<file path="config.mk">
export PLATFORM = sky130hd
export DESIGN_NAME = seq_clk_ctrl
export DESIGN_NICKNAME = d
export VERILOG_FILES = /design/src/rtl/seq_ctrl_pkg.sv /design/src/rtl/seq_tick_div.sv /design/src/rtl/seq_clk_ctrl.sv
export SDC_FILE = /design/constraint.sdc
export NUM_CORES = 1
export LEC_CHECK = 0
export ABC_AREA = 0
export ABC_CLOCK_PERIOD_IN_PS = 4050
export CORE_MARGIN = 3
export CORE_UTILIZATION = 59
export CTS_BUF_LIST = sky130_fd_sc_hd__clkbuf_4 sky130_fd_sc_hd__clkbuf_8
export CTS_CLUSTER_SIZE = 28
export DETAILED_ROUTE_END_ITERATION = 8
export PLACE_DENSITY_LB_ADDON = 0.08
export SETUP_SLACK_MARGIN = 0.4
export SYNTH_ARGS = -nofsm -noshare
export SYNTH_HDL_FRONTEND = slang
export SYNTH_SLANG_ARGS = --single-unit
</file>
<file path="constraint.sdc">
create_clock -name CLK -period 4.05 [get_ports CLK]
set_input_delay 1.0125 -clock CLK [delete_from_list [all_inputs] [get_ports CLK]]
set_output_delay 1.0125 -clock CLK [all_outputs]
set_load 0.02 [all_outputs]
</file>
<file path="src/rtl/seq_ctrl_pkg.sv">
// Shared types and default widths for the sequence clock controller.
package seq_ctrl_pkg;

  localparam int SEQ_IDX_W_DEF = 16;
  localparam int SEQ_DIV_W_DEF = 16;

  typedef enum logic [1:0] {
    IDLE  = 2'd0,
    ARMED = 2'd1,
    RUN   = 2'd2
  } seq_state_t;

endpackage

</file>
<file path="src/rtl/seq_tick_div.sv">
// Reference-tick divider: counts enabled ticks and emits a step pulse every eff_div ticks.
module seq_tick_div #(
  parameter int DIV_W = 16
) (
  input  logic             clk,
  input  logic             rst_n,
  input  logic             clear,
  input  logic             tick_en,
  input  logic [DIV_W-1:0] div_val,
  output logic             step
);

  logic [DIV_W-1:0] div_cnt_q;
  logic [DIV_W-1:0] div_cnt_d;
  logic [DIV_W-1:0] eff_div;

  assign eff_div = (div_val == '0) ? DIV_W'(1) : div_val;

  // ">=" lets a divisor that shrank below the current count wrap on the next tick.
  always_comb begin
    div_cnt_d = div_cnt_q;
    step      = 1'b0;
    if (clear) begin
      div_cnt_d = '0;
    end else if (tick_en) begin
      if (div_cnt_q >= eff_div - DIV_W'(1)) begin
        div_cnt_d = '0;
        step      = 1'b1;
      end else begin
        div_cnt_d = div_cnt_q + DIV_W'(1);
      end
    end
  end

  always_ff @(posedge clk or negedge rst_n) begin
    if (!rst_n) begin
      div_cnt_q <= '0;
    end else begin
      div_cnt_q <= div_cnt_d;
    end
  end

endmodule

</file>
<file path="src/rtl/seq_clk_ctrl.sv">
// Sequence clock controller: IDLE -> ARMED on init rise, RUN on SYNC, steps index per divided tick.
// Optional SEQ_CLK_SHADOW_EN: CYCLE/DIV sampled on RUN entry and at each index wrap.
module seq_clk_ctrl
  import seq_ctrl_pkg::*;
#(
  parameter int   IDX_W          = SEQ_IDX_W_DEF,
  parameter int   DIV_W          = SEQ_DIV_W_DEF,
  parameter logic RESYNC_ON_SYNC = 1'b1
) (
  input  logic             CLK,
  input  logic             RST_N,
  input  logic [IDX_W-1:0] SEQ_CLK_CYCLE,
  input  logic [DIV_W-1:0] SEQ_CLK_DIV,
  input  logic             SEQ_CLK_INIT,
  input  logic             REF_CLK_TICK,
  input  logic             SYNC,
  input  logic             OP_MODE,
  input  logic             SEQ_MODE,
  output logic [IDX_W-1:0] SEQ_IDX,
  output logic             SEQ_IDX_UPDATE,
  output logic             SEQ_RUN,
  output logic             SEQ_MODE_Q
);

  seq_state_t       state_q, state_d;
  logic [IDX_W-1:0] idx_q, idx_d;
  logic             upd_q, upd_d;
  logic             run_q, run_d;
  logic             mode_q, mode_d;
  logic             init_q;

  logic             init_rise;
  logic             restart;
  logic             div_clear;
  logic             tick_en;
  logic             step;
  logic             wrap;
  logic [IDX_W-1:0] cyc_src;
  logic [DIV_W-1:0] div_src;
  logic [IDX_W-1:0] eff_cyc;

  assign init_rise = SEQ_CLK_INIT & ~init_q;

  // Priority chain: OP_MODE low, then init rise, then SYNC, then tick.
  assign restart   = OP_MODE & ~init_rise & SYNC &
                     ((state_q == ARMED) | ((state_q == RUN) & RESYNC_ON_SYNC));
  assign div_clear = ~OP_MODE | init_rise | restart;
  assign tick_en   = OP_MODE & ~init_rise & ~restart & (state_q == RUN) & REF_CLK_TICK;

  assign eff_cyc   = (cyc_src == '0) ? IDX_W'(1) : cyc_src;
  assign wrap      = step & (idx_q >= eff_cyc - IDX_W'(1));

`ifdef SEQ_CLK_SHADOW_EN
  logic [IDX_W-1:0] cyc_sh_q, cyc_sh_d;
  logic [DIV_W-1:0] div_sh_q, div_sh_d;

  always_comb begin
    cyc_sh_d = cyc_sh_q;
    div_sh_d = div_sh_q;
    if (restart | wrap) begin
      cyc_sh_d = SEQ_CLK_CYCLE;
      div_sh_d = SEQ_CLK_DIV;
    end
  end

  always_ff @(posedge CLK or negedge RST_N) begin
    if (!RST_N) begin
      cyc_sh_q <= '0;
      div_sh_q <= '0;
    end else begin
      cyc_sh_q <= cyc_sh_d;
      div_sh_q <= div_sh_d;
    end
  end

  assign cyc_src = cyc_sh_q;
  assign div_src = div_sh_q;
`else
  assign cyc_src = SEQ_CLK_CYCLE;
  assign div_src = SEQ_CLK_DIV;
`endif

  seq_tick_div #(
    .DIV_W (DIV_W)
  ) u_tick_div (
    .clk     (CLK),
    .rst_n   (RST_N),
    .clear   (div_clear),
    .tick_en (tick_en),
    .div_val (div_src),
    .step    (step)
  );

  always_comb begin
    state_d = state_q;
    idx_d   = idx_q;
    upd_d   = 1'b0;
    mode_d  = mode_q;
    if (!OP_MODE) begin
      state_d = IDLE;
      idx_d   = '0;
    end else if (init_rise) begin
      state_d = ARMED;
      idx_d   = '0;
    end else if (restart) begin
      state_d = RUN;
      idx_d   = '0;
      mode_d  = SEQ_MODE;
      upd_d   = 1'b1;
    end else if (step) begin
      idx_d = wrap ? '0 : idx_q + IDX_W'(1);
      upd_d = 1'b1;
    end
    run_d = (state_d == RUN);
  end

  always_ff @(posedge CLK or negedge RST_N) begin
    if (!RST_N) begin
      state_q <= IDLE;
      idx_q   <= '0;
      upd_q   <= 1'b0;
      run_q   <= 1'b0;
      mode_q  <= 1'b0;
      init_q  <= 1'b0;
    end else begin
      state_q <= state_d;
      idx_q   <= idx_d;
      upd_q   <= upd_d;
      run_q   <= run_d;
      mode_q  <= mode_d;
      init_q  <= SEQ_CLK_INIT;
    end
  end

  assign SEQ_IDX        = idx_q;
  assign SEQ_IDX_UPDATE = upd_q;
  assign SEQ_RUN        = run_q;
  assign SEQ_MODE_Q     = mode_q;

endmodule

</file>
==> flow_summary_export.csv, run 1 <==
group,metric,value,unit
outcome,tool.error,"[ERROR DPL-0033] detailed placement checks failed during check placement.",
cts,cts_htree_levels,2,
die,dieHeight,78.6,µm
outcome,stop_stage,"4_1_cts",
yosys,syn_inst,376,
die,io_pins,58,
cts,cts_setup_buffers,15,
yosys,ys_ff_latch,38,
cts,cts_buffer_depth,2,
cts,cts_resized,121,
cts,hold_buffers,0,
placed_design,dp_slack,-1.36,ns
yosys,synth-edff-count,0,
cts,cts_buffers,5,
outcome,status,"aborted with a tool error",
placed_design,portBuffers,57,
die,die_x,78.6,µm
yosys,synth_most_common_cell,"nor2_1",
yosys,yosysTopAreaCell,"dfrtp_1",
yosys,ys_types,43,
die,start_util,63.4,%
yosys,async_flop_share,100,%
die,rows,25,
cts,cts_root_buffer,"clkbuf_8",
yosys,netlist.area_leader.share,30.6,%
yosys,synthTopCellsByArea,"dfrtp_1, ha_1, xnor2_1",
yosys,synth_common_cells,"nor2_1, nand2_1, dfrtp_1",
yosys,syn_area,0.00311,mm²
yosys,synthFlopType,"dfrtp_1",
yosys,yosys_warnings,0,
yosys,synth.net_count,452,
yosys,synth-seq-area-share,30.6,%
placed_design,gp_congestion,0.911,
yosys,postSynthAreaPerCell,8.28,µm²
placed_design,hpwlAfterDp,7.67,mm
cts,cts_sinks,38,
==> logic make-up after synthesis <==
| family | count (synthesis) | synth area share, % |
|---|---|---|
| buf+inv | 14 | 1.69 |
| xor+xnor | 37 | 10.4 |
| mux | 2 | 0.684 |
| compound gates | 71 | 13.6 |
| fa+ha+maj | 37 | 14.9 |
| simple gates | 177 | 28.2 |
| flops | 38 | 30.6 |
==> metrics by stage <==
stage / setup TNS (ns) / cell area [µm²] / util, % / hold slack, ns / cells
2_1_floorplan: -7.99 / 3230 / - / 0.480 / 376
3_3_place_gp: -26.11 / 4310 / 87.7 / 0.499 / 554
3_5_place_dp: -33.56 / 4310 / 87.7 / 0.500 / 554
==> run 2, diff against run 1 <==
CORE_UTILIZATION = 40   (was 59)
CTS_BUF_LIST = default   (was sky130_fd_sc_hd__clkbuf_4 sky130_fd_sc_hd__clkbuf_8)
CTS_CLUSTER_SIZE = default   (was 28)
PLACE_DENSITY_LB_ADDON = 0.15   (was 0.08)
SETUP_SLACK_MARGIN = default   (was 0.4)
==> flow_summary_export.csv, run 2 <==
group,metric,value,unit
final_layout,fin_nets,592,
timing,fin_crit,4.49,ns
route,wire_per_inst,15.3,µm
worst_hold_path,min_path_type,"reg2reg",
die,start_util,42.0,%
pwr,powerDensity,181,mW/mm²
cts,cts_buffer_depth,2,
yosys,synth.net_count,452,
final_layout,drive_above_1_share,33.1,%
outcome,status,"complete, but fails checks",
global_routing,overflow,0,
timing,min_period_over_period,111,%
final_layout,final_util,67.5,%
worst_setup_path,cp_max_fo,6,
final_layout,fin_area,0.00500,mm²
global_routing,grt_util_all_layers,21.8,%
route,drt-vias-per-instance,5.48,
yosys,syn_inst,376,
pwr,p_leak,2.07,nW
yosys,yosys_warnings,0,
global_routing,grt-busiest-layer,"met2",
die,die_area,0.00887,mm²
yosys,ys_types,43,
die,dieHeight,94.2,µm
placed_design,dpl_cell_area,0.00432,mm²
timing,rsz0062_at_grt,"true",
yosys,async_flop_share,100,%
cts,cts_sinks,38,
yosys,yosysTopAreaCell,"dfrtp_1",
timing,slew_viol_final,0,
cts,cts_htree_levels,2,
cts,cts_root_buffer,"clkbuf_8",
worst_setup_path,startpoint_type,"input pin",
die,rows,31,
final_layout,syn_to_final_growth,60.6,%
cts,cts_tree,"built",
timing,holdWs,0.526,ns
route,drcViolationCount,0,
worst_setup_path,path_class,"in2reg",
outcome,violations,"setup timing",
global_routing,grt_antenna_before_repair,0,
final_layout,num_antenna_cells,0,
timing,max_slew_margin,40.1,%
placed_design,portBuffers,57,
yosys,synth-seq-area-share,30.6,%
timing,finalHoldViolations,0,
timing,fmax,223,MHz
yosys,netlist.area_leader.share,30.6,%
yosys,synth-edff-count,0,
global_routing,grt_use_met2,37.1,%
route,vias,3377,
worst_setup_path,crit_chain,"buf_6, or4_4, or3_4, nor3_4, or3b_4, nor2_4, a31oi_4, ha_4, buf_4, nand3_1, xor2_1, ha_1, nand4_1, nand4b_1, nor4bb_4, buf_6, nand3_2, a31oi_1",
global_routing,gr-usage-met3,3.69,%
yosys,synth_most_common_cell,"nor2_1",
placed_design,hpwlAfterDp,6.87,mm
global_routing,use_met1,27.0,%
route,dr.pass1.iters,4,
worst_setup_path,critPathMaxStageDelay,0.52,ns
route,drt_wl_total,9.42,mm
timing,fin_ws,-0.442,ns
route,drt_iter0_markers,113,
timing,tightest_slew,0.898,ns
worst_setup_path,arrival,4.69,ns
global_routing,grt_pass1_vias,3439,
cts,cts_buffers,5,
placed_design,dp_slack,-1.22,ns
yosys,synthFlopType,"dfrtp_1",
cts,clkLatencyLatePin,0.29,ns
yosys,ys_ff_latch,38,
final_layout,most-common-layout-cells,"buf_4, nor2_1, clkdlybuf4s50_1, dfrtp_1, nand2_1",
die,die_x,94.2,µm
worst_setup_path,cp-end-kind,"register",
yosys,syn_area,0.00311,mm²
die,io_pins,58,
die,core_area,0.00741,mm²
final_layout,final_common_cell,"buf_4",
worst_setup_path,required,4.25,ns
timing,fin_worst_skew,0.00844,ns
run,maxCapViolCount,0,
cts,clk_pin_slew_worst_paths,0.07,ns
yosys,postSynthAreaPerCell,8.28,µm²
yosys,synth_common_cells,"nor2_1, nand2_1, dfrtp_1",
worst_setup_path,cp_slowest_cell,"or4_4",
global_routing,grt_pass1_wl,15.5,mm
worst_setup_path,path_common_cell,"buf_6",
global_routing,grt_max_degree,39,
timing,finalSetupViolCount,18,
yosys,synthTopCellsByArea,"dfrtp_1, ha_1, xnor2_1",
pwr,ir_drop,194,µV
route,drtAntennaViolNets,0,
placed_design,gp_congestion,0.840,
run 2: cell counts after synthesis:
No cell type changed its count.
run 2: worst paths after layout:
check	to	slack [ns]	cells after the start	startpoint
worst max-delay path	SEQ_IDX[11]	-0.44	18	SEQ_CLK_CYCLE[7]
worst min-delay path	SEQ_MODE_Q	0.53	1	SEQ_MODE_Q
worst max register to register	SEQ_IDX[14]	1.56	10	u_tick_div.div_cnt_q[6]
worst min register to register	SEQ_MODE_Q	0.53	1	SEQ_MODE_Q
max in group asynchronous	init_q	2.64	1	RST_N
min in group asynchronous	SEQ_MODE_Q	0.84	1	RST_N
run 2: logic make-up (layout without fill, tap and decap cells):
kind of cell	count (synthesis)	in the layout	synth area share, %
buffers and inverters	14	154	1.69
XOR/XNOR	37	37	10.4
AO/OA/AOI/OAI	71	72	13.6
flip-flops	38	38	30.6
adder cells (fa/ha/maj)	37	37	14.9
AND/OR/NAND/NOR	177	177	28.2
multiplexers	2	2	0.684
run 2: layout make-up:
class,count,area [µm²]
multi-input cells,325,2620
fillers,590,2410
repair buffers,137,1180
flip-flops and latches,38,951
well taps,99,124
clock buffers,6,82.6
inverters,9,33.8
clock inverters,2,12.5
run 2: metrics by stage:
step | cells | setup TNS (ns) | total power (W)
3_3_place_gp | 590 | -28.94 | 0.000596
2_1_floorplan | 376 | -7.99 | 0.000474
4_1_cts | 610 | -9.00 | 0.000888
3_5_place_dp | 590 | -31.57 | 0.000599
6_report | 616 | -6.59 | 0.000905
5_1_grt | 616 | -10.39 | 0.000960
run 2: worst max-delay path, delay by kind of cell:
kind | cells | cell delay (ns)
AO/OA/AOI/OAI | 2 | 0.29
XOR/XNOR | 1 | 0.17
AND/OR/NAND/NOR | 10 | 2.37
buffers and inverters | 3 | 0.40
adder cells (fa/ha/maj) | 2 | 0.45
run 2: where the power goes:
part           internal (W)  switching [W]  total, W
Sequential         0.000385     0.00000329  0.000389
Clock              0.000137       0.000142  0.000279
Combinational      0.000119       0.000117  0.000236
Total              0.000642       0.000263  0.000905
run 2: layer usage:
layer	vias to the layer above	share of wire, %
li1	1646	-
met1	1613	42
met2	88	50
met3	30	4.5
met4	0	3.4
met5	-	0
run 2: what timing repair did:
| item | CTS | global route |
|---|---|---|
| hold buffers | 0 | 0 |
| resized for setup | 79 | 63 |
| endpoints found under the setup margin | 33 | 33 |
| buffers inserted | 11 | 8 |
| gates cloned | 2 | 0 |
| pin swaps | 54 | 58 |
Power figures use the tool's default switching activity.
